==> src/rtl/writeback_vec.sv <==
// writeback_vec: writeback stage of the vector filter CPU.
// Drives the register-file write port (RegWriteW, wa3w, wd3).
//   - ALU results are forwarded with one cycle of latency.
//   - Vector loads arrive one lane per rvalid cycle. They are assembled
//     in a per-lane buffer and committed as a single full-vector write.
//     stallM holds the memory stage while assembly is in progress.
// Ports:
//   clk, RST        clock, asynchronous active-low reset
//   validM, RegWriteM, MemtoRegM, wa3m, ALUResultM  memory-stage instruction
//   rdata, rvalid   lane-serial load data from data memory
//   stallM          memory stage must hold its inputs
//   RegWriteW, wa3w, wd3  register-file write port

// Per-lane slice. It holds one assembly-buffer lane and one wd3 lane.
module writeback_vec_lane #(
    parameter int WIDTH = 18
) (
    input  logic             clk,
    input  logic             rst_n,
    input  logic             cap_en,    // store this load lane
    input  logic [WIDTH-1:0] cap_data,
    input  logic             alu_en,    // ALU forward into wd
    input  logic [WIDTH-1:0] alu_data,
    input  logic             ld_en,     // load commit into wd
    output logic [WIDTH-1:0] wd
);
    logic [WIDTH-1:0] asm_q;
    logic [WIDTH-1:0] ld_val;

    // The last lane is captured in the same cycle as the commit.
    // That lane bypasses its own buffer.
    assign ld_val = cap_en ? cap_data : asm_q;

    always_ff @(posedge clk or negedge rst_n) begin
        if (!rst_n) begin
            asm_q <= '0;
            wd    <= '0;
        end else begin
            if (cap_en) asm_q <= cap_data;
            if (alu_en)     wd <= alu_data;
            else if (ld_en) wd <= ld_val;
        end
    end
endmodule

module writeback_vec #(
    parameter int WIDTH = 18,
    parameter int LANES = 3,
    parameter int AW    = 4
) (
    input  logic                        clk,
    input  logic                        RST,
    input  logic                        validM,
    input  logic                        RegWriteM,
    input  logic                        MemtoRegM,
    input  logic [AW-1:0]               wa3m,
    input  logic [LANES-1:0][WIDTH-1:0] ALUResultM,
    input  logic [WIDTH-1:0]            rdata,
    input  logic                        rvalid,
    output logic                        stallM,
    output logic                        RegWriteW,
    output logic [AW-1:0]               wa3w,
    output logic [LANES-1:0][WIDTH-1:0] wd3
);
    localparam int CW = (LANES > 1) ? $clog2(LANES) : 1;
    localparam logic [CW-1:0] LAST = CW'(LANES - 1);

    typedef enum logic {IDLE = 1'b0, LOAD = 1'b1} state_t;

    state_t          state;
    logic [CW-1:0]   cnt;
    logic [AW-1:0]   pend_wa;
    logic            pend_we;

    logic            acc_alu, acc_ld, commit, ld_wr;
    logic [LANES-1:0] cap;

    assign acc_alu = (state == IDLE) && validM && !MemtoRegM;
    assign acc_ld  = (state == IDLE) && validM &&  MemtoRegM;
    assign commit  = (state == LOAD) && rvalid && (cnt == LAST);
    // A load whose pending RegWrite is 0 leaves wd3 and wa3w untouched.
    assign ld_wr   = commit && pend_we;
    assign stallM  = (state == LOAD);

    always_ff @(posedge clk or negedge RST) begin
        if (!RST) begin
            state     <= IDLE;
            cnt       <= '0;
            pend_wa   <= '0;
            pend_we   <= 1'b0;
            RegWriteW <= 1'b0;
            wa3w      <= '0;
        end else begin
            RegWriteW <= 1'b0;
            case (state)
                IDLE: begin
                    if (acc_alu) begin
                        wa3w      <= wa3m;
                        RegWriteW <= RegWriteM;
                    end else if (acc_ld) begin
                        pend_wa <= wa3m;
                        pend_we <= RegWriteM;
                        cnt     <= '0;
                        state   <= LOAD;
                    end
                end
                LOAD: begin
                    if (rvalid) begin
                        if (commit) begin
                            cnt       <= '0;
                            state     <= IDLE;
                            RegWriteW <= pend_we;
                            if (pend_we) wa3w <= pend_wa;
                        end else begin
                            cnt <= cnt + 1'b1;
                        end
                    end
                end
                default: state <= IDLE;
            endcase
        end
    end

    for (genvar i = 0; i < LANES; i++) begin : g_lane
        assign cap[i] = (state == LOAD) && rvalid && (cnt == CW'(i));

        writeback_vec_lane #(.WIDTH(WIDTH)) u_lane (
            .clk      (clk),
            .rst_n    (RST),
            .cap_en   (cap[i]),
            .cap_data (rdata),
            .alu_en   (acc_alu),
            .alu_data (ALUResultM[i]),
            .ld_en    (ld_wr),
            .wd       (wd3[i])
        );
    end
endmodule

==> config.mk <==
export PLATFORM = sky130hd
export DESIGN_NAME = writeback_vec
export DESIGN_NICKNAME = d
export VERILOG_FILES = /design/src/rtl/writeback_vec.sv
export SDC_FILE = /design/constraint.sdc
export NUM_CORES = 1
export LEC_CHECK = 0
export ABC_AREA = 1
export CAP_MARGIN = 20
export CORE_ASPECT_RATIO = 0.6
export CORE_UTILIZATION = 42
export DETAILED_ROUTE_END_ITERATION = 7
export GPL_ROUTABILITY_DRIVEN = 0
export PLACE_DENSITY = 0.73
export SLEW_MARGIN = 20
export SYNTH_ARGS = -nofsm -noshare
export SYNTH_HDL_FRONTEND = slang
export SYNTH_SLANG_ARGS = --single-unit
==> constraint.sdc <==
create_clock -name clk -period 1.5 [get_ports clk]
set_clock_uncertainty 0.1 [all_clocks]
set_input_delay 0.3 -clock clk [delete_from_list [all_inputs] [get_ports clk]]
set_output_delay 0.3 -clock clk [all_outputs]
set_load 0.005 [all_outputs]
==> run metrics, run 1 <==
outcome=finished with violations; failing checks=setup timing; die height=90.6 um; clk sink count=121; Worst EP arrival=1.84 ns; Gate Count Post-Synth=651; Starting Density=44.3%; Seq cells post-synth=121; fin cells=1,028; clk buf depth=2; Post-Place Setup Slack=-0.412 ns; final setup vio count=60; CP Launch Type=flop; fillers=800; RSZ-0062 raised after global routing=yes; worst slew pin tran=0.300 ns; clock buffer count from CTS=17; layout net count=932; final antenna-violating net count=0; mean post-synth cell area=8.45 um^2; Sequential cell area=3030 um^2; Ant. Diodes=0; min-delay worst type=input port to asynchronous set/reset pin; first-pass GRT wire length=29,000 um; final wirelength=21,000 um; largest net degree at the start of global routing=36; YS warnings=0; Slew HR=80.0%; Worst Path Required=1.76 ns; Multi-input gate area=2760 um^2; endpoints failing hold=0; CTS clk-pin slew, worst paths=0.06 ns; VDD IR max=0.00110 V; Main synth FF type=dfrtp_1; share of the synthesized area in the top cell type=55.1%; DRT Pass-1 Iters=5; vias in the first global route=5,434; Final Slew Violations=0; DR vias/cell=5.64; initial antenna violation count=0; Syn Nets=733; fin crit share=105%; Avg WL per Cell=20.4 um; kind of critical path=flop to flop; asr flop ratio synth=100%; synth cell count leaders=nand3_1 (204), nand2_1 (166), dfrtp_1 (121); Leak=4.42 nW; largest area contributor in the netlist=dfrtp_1; GR Overflow Total=0; fraction of layout cells with a size suffix above 1=28.2%; Max FO, Critical Path=9; Die Area=13,600 um^2; Clk Latency, worst-skew pair=0.42 ns; Worst Setup End Kind=flop; Area Growth Syn to Fin=67.2%; Core ar.=12,400 um^2; hpwl dp=11,600 um; register area share after synthesis=55.1%; DR DRC count=0; dominant cell by count in the synthesized netlist=nand3_1; count of cell types in the netlist=17; EDFF count, synth=0; Final min period=1.58 ns; all-layer global routing usage=28.4%; synth top area cells=dfrtp_1 (55%), nand3_1 (19%), nand2_1 (11%); CTS root buf=clkbuf_16; H-tree lvl count=4; Achievable Freq=0.633 GHz; fin worst setup slack=-0.0791 ns; Port-buffer cells=141; Pwr Density=1910 nW/um^2; Die X=150 um; Initial DRC Count=494; I/O pin cnt=142; post-synthesis instance area=5500 um^2; CTS tree=done; DR vias=5,801; Max Cap Viol=0; Placed Cells=953; Std-Cell Rows=31
repair_timing:
item / 4_1_cts / 5_1_grt
hold buffers: 1 / 0
setup buffers: 21 / 11
endpoints found under the setup margin: 144 / 105
pin swaps: 5 / 22
endpoints found under the hold margin: 101 / 0
gates resized for setup: 97 / 159
gates cloned: 8 / 3
worst max-delay path: stages, from the launching register on:
cell and delay [ns]:
dfrtp_2 0.41, inv_2 0.06, buf_6 0.12, nor2_4 0.22
buf_6 0.15, nand2_4 0.12, nand2_1 0.13, nand3_1 0.10
nand3_1 0.09
sequential cells by signal, indices dropped and copies added (netlist names):
| signal | count |
|---|---|
| g_lane.u_lane.asm_q | 54 |
| g_lane.u_lane.wd | 54 |
| pend_wa | 4 |
| wa3w | 4 |
| cnt | 2 |
| RegWriteW | 1 |
| pend_we | 1 |
| stallM | 1 |
logic make-up after synthesis:
kind of cell	Yosys count	synth area share (%)
flip-flops	121	55.0
AO/OA/AOI/OAI	12	1.09
AND/OR/NAND/NOR	416	35.8
buffers and inverters	102	8.10
cells in the final DEF, fill, tap and decap left out:
| cell | count |
|---|---|
| clkbuf_2 | 1 |
| nand3_1 | 125 |
| o21ai_0 | 11 |
| dlygate4sd3_1 | 1 |
| nor3_4 | 1 |
| buf_8 | 1 |
| inv_1 | 60 |
| nand3_4 | 9 |
| nand2_2 | 26 |
| nand3_2 | 70 |
| bufbuf_16 | 2 |
| clkinvlp_4 | 2 |
| nor2_4 | 4 |
| buf_16 | 4 |
| buf_12 | 16 |
| nand2_1 | 129 |
| and2_4 | 2 |
| buf_4 | 34 |
| clkdlybuf4s50_1 | 80 |
| inv_2 | 3 |
| nand2_4 | 14 |
| dfrtp_1 | 120 |
| and2_1 | 34 |
| clkbuf_16 | 18 |
| nand2_8 | 6 |
| inv_4 | 1 |
| clkinv_4 | 1 |
| bufinv_16 | 5 |
| buf_6 | 14 |
| clkinv_2 | 5 |
| dfrtp_2 | 1 |
| dlygate4sd2_1 | 46 |
| o21ai_1 | 1 |
| inv_8 | 1 |
| clkbuf_8 | 2 |
| clkdlybuf4s15_1 | 13 |
final timing paths:
| path | startpoint | to | slack, ns | depth (start not counted) |
|---|---|---|---|---|
| setup / recovery | cnt[0] | g_lane[1].u_lane.wd[7] | -0.08 | 8 |
| hold / removal | RST | wa3w[3] | 0.20 | 2 |
| setup reg to reg | cnt[0] | g_lane[1].u_lane.wd[7] | -0.08 | 8 |
| hold reg to reg | g_lane[0].u_lane.asm_q[2] | g_lane[0].u_lane.asm_q[2] | 0.37 | 2 |
| max in group asynchronous | RST | g_lane[2].u_lane.wd[10] | 0.54 | 3 |
| min in group clk | ALUResultM[39] | g_lane[2].u_lane.wd[3] | 0.35 | 3 |
power breakdown:
group,leakage [nW],internal [W],switching [W]
Sequential,1.44,0.00477,0.000761
Combinational,2.66,0.00357,0.00386
Clock,0.319,0.00302,0.00154
metrics by stage:
| stage | power [W] | TNS, ns | area, um^2 | utilization (%) | hold WS, ns |
|---|---|---|---|---|---|
| final | 0.0175 | -1.34 | 9200 | 74.1 | 0.203 |
| after global routing | 0.0184 | -4.31 | 9200 | 74.1 | 0.227 |
| after CTS | 0.0159 | -0.827 | 8460 | 68.2 | 0.208 |
| after detailed placement | 0.0110 | -34.67 | 7290 | 58.8 | 0.103 |
| after global placement | 0.0108 | -30.03 | 7290 | 58.8 | 0.0968 |
| after floorplan | 0.00821 | 0 | 5500 | - | -0.0956 |
routing by layer:
layer	global-route usage, %	up-vias	routed length [um]
met5	0	-	0
met4	9.18	0	679
met3	6.77	67	2010
met2	42.2	366	9490
met1	40.8	2855	8830
li1	-	2513	-
area by class of cell:
type	instances	share of cell area, %
clock inverters	13	2.16
repair buffers	213	25.0
clock buffers	19	4.92
flip-flops and latches	121	32.9
multi-input cells	432	30.0
well taps	165	2.24
inverters	65	2.76
(Power assumes the default switching activity.)
==> inputs of run 2 (changes only) <==
--- a/config.mk
+++ b/config.mk
@@ -7,10 +7,10 @@
 export LEC_CHECK = 0
 export ABC_AREA = 1
 export CAP_MARGIN = 20
-export CORE_ASPECT_RATIO = 0.6
 export CORE_UTILIZATION = 42
 export DETAILED_ROUTE_END_ITERATION = 7
 export GPL_ROUTABILITY_DRIVEN = 0
+export MAX_ROUTING_LAYER = met4
 export PLACE_DENSITY = 0.73
 export SLEW_MARGIN = 20
 export SYNTH_ARGS = -nofsm -noshare
==> run 2 against run 1 <==
The run now ends clean. Clock-buffer cell count down 2. Register-to-register slack improved by 0.09 ns. Fmax up 6.2%. Cell count is 1.8% lower. Critical path type unchanged.
==> run metrics, run 2 (synthesized netlist as in run 1, its figures left out) <==
outcome=completed; Hold WS=0.205 ns (+0.00237 ns); CTS root buf=clkbuf_16; Port-buffer cells=141 (unchanged); Worst Setup End Kind=flop; CTS clk-pin slew, worst paths=0.06 ns (about the same); kind of critical path=flop to flop; Most common cell on crit path=nand3_1; clk sink count=121 (unchanged); largest net degree at the start of global routing=60 (+67%); biggest regs=g_lane.u_lane.asm_q (54), g_lane.u_lane.wd (54); RSZ-0062 raised after global routing=yes; Avg WL per Cell=16.4 um (-20%); clock buffer count from CTS=17 (unchanged); Worst Path Required=1.70 ns (-0.06 ns); clk buf depth=2 (unchanged); Critical Path Start=cnt[1]; first-pass GRT wire length=25,600 um (-12%); Core ar.=12,700 um^2 (+2.1%); vias in the first global route=5,106 (-6.0%); Pwr Density=1860 nW/um^2 (-2.5%); CP Launch Type=flop; Die X=116 um (-22%); DRT Pass-1 Iters=5 (unchanged); Initial DRC Count=495 (+0.20%); min-delay worst type=input port to asynchronous set/reset pin; DR DRC count=0 (unchanged); Ant. Diodes=0 (unchanged); die height=116 um (+28%); layout net count=907 (-2.7%); CP cell instances=buf_4 > nor2_4 > buf_4 > nand3_1 > nand3_1 > nand3_1; fin crit share=99.1% (-6.2 points); Leak=4.05 nW (-8.4%); initial antenna violation count=0 (unchanged); all-layer global routing usage=25.8% (-2.6 points); fillers=1,017 (+27%); final setup vio count=0 (-100%); Worst EP arrival=1.68 ns (-0.16 ns); commonest non-fill, non-tap cell in the layout=nand3_1; setup total negative slack=0 ns (+1.34 ns); Std-Cell Rows=41 (+32%); Multi-input gate area=2230 um^2 (-19%); H-tree lvl count=4 (unchanged); VDD IR max=0.000912 V (-17%); DR vias/cell=5.19 (-8.1%); I/O pin cnt=142 (unchanged); Slew HR=79.0% (-1.0 points); Clk Latency, worst-skew pair=0.41 ns (about the same); CTS tree=done; worst slew pin tran=0.315 ns (+0.0150 ns); endpoints failing hold=0 (unchanged); fraction of layout cells with a size suffix above 1=14.4% (-14 points); DR vias=5,238 (-9.7%); Die Area=13,600 um^2 (-0.11%); Final Slew Violations=0 (unchanged); Sequential cell area=3030 um^2 (unchanged); Achievable Freq=0.673 GHz (+6.2%); GR Overflow Total=0 (unchanged); Final min period=1.49 ns (-0.0928 ns); Max Cap Viol=0 (unchanged); Starting Density=43.4% (-0.91 points); Max FO, Critical Path=5 (-4); most frequent cells in the layout=nand3_1 (186), nand2_1 (161), dfrtp_1 (120); Critical R2R Launch=cnt[1]; Area Growth Syn to Fin=51.3%; CP max stage delay=0.40 ns (about the same); hpwl dp=10,700 um (-7.7%); final antenna-violating net count=0 (unchanged); Crit-path slowest cell=dfrtp_1; final wirelength=16,500 um (-21%)
[run 2: changes by cell type in the layout (fill, tap and decap cells not counted), moves of 3 or more]
cell | previous run | this run
nand2_1 | 129 | 161
nand2_2 | 26 | 5
buf_4 | 34 | 25
clkbuf_16 | 18 | 21
nand2_4 | 14 | 2
nand3_4 | 9 | 0
nand3_2 | 70 | 18
clkinv_2 | 5 | 1
bufinv_16 | 5 | 2
buf_12 | 16 | 13
inv_6 | 0 | 5
buf_6 | 14 | 4
nand3_1 | 125 | 186
[run 2: critical path: cells and delay by family, from the launching register on]
kind / cells / cell delay, ns
simple gates: 4 / 0.53
flops: 1 / 0.40
buf+inv: 2 / 0.34
[run 2: layout make-up]
| class | instances | area share [%] |
|---|---|---|
| flip-flops and latches | 121 | 36.4 |
| multi-input cells | 431 | 26.8 |
| repair buffers | 189 | 24.1 |
| clock buffers | 17 | 5.11 |
| inverters | 65 | 3.05 |
| well taps | 172 | 2.59 |
| clock inverters | 15 | 1.98 |
[run 2: repair_timing]
action,4_1_cts,5_1_grt
setup buffers,13,5
gates resized for setup,77,40
endpoints found under the setup margin,93,76
endpoints found under the hold margin,41,0
pin swaps,5,5
hold buffers,1,0
gates cloned,4,4
[run 2: final timing paths]
| path | slack [ns] | end | depth (start not counted) |
|---|---|---|---|
| min | 0.21 | g_lane[0].u_lane.wd[10] | 2 |
| max reg2reg | 0.01 | g_lane[1].u_lane.wd[13] | 6 |
| max | 0.01 | g_lane[1].u_lane.wd[13] | 6 |
| min in group clk | 0.36 | g_lane[0].u_lane.wd[6] | 3 |
| min reg2reg | 0.37 | g_lane[0].u_lane.asm_q[10] | 2 |
| max in group asynchronous | 0.49 | cnt[0] | 3 |
[run 2: power breakdown]
group          switching, W  internal (W)  total (W)
combinational       0.00299       0.00296    0.00594
clock               0.00157       0.00247    0.00404
sequential         0.000713       0.00477    0.00548
total               0.00527        0.0102     0.0155
[run 2: metal layers]
layer | part of all wire, % | up-vias | track usage (%) | routed length [um]
li1 | - | 2454 | - | -
met1 | 43 | 2481 | 34.3 | 7160
met2 | 47 | 272 | 39.6 | 7850
met3 | 7.3 | 31 | 5.24 | 1200
met4 | 2.0 | 0 | 8.29 | 327
met5 | 0 | - | - | 0
[run 2: through the flow]
step / utilization [%] / power, W / instances / instance area (um^2) / setup slack [ns]
global placement: 57.4 / 0.0108 / 951 / 7270 / -0.334
CTS: 63.5 / 0.0152 / 1001 / 8040 / -0.00119
detailed placement: 57.4 / 0.0110 / 951 / 7270 / -0.399
global route: 65.7 / 0.0164 / 1010 / 8320 / -0.0505
floorplan: - / 0.00821 / 651 / 5500 / 0.0464
finish: 65.7 / 0.0155 / 1010 / 8320 / 0.0137
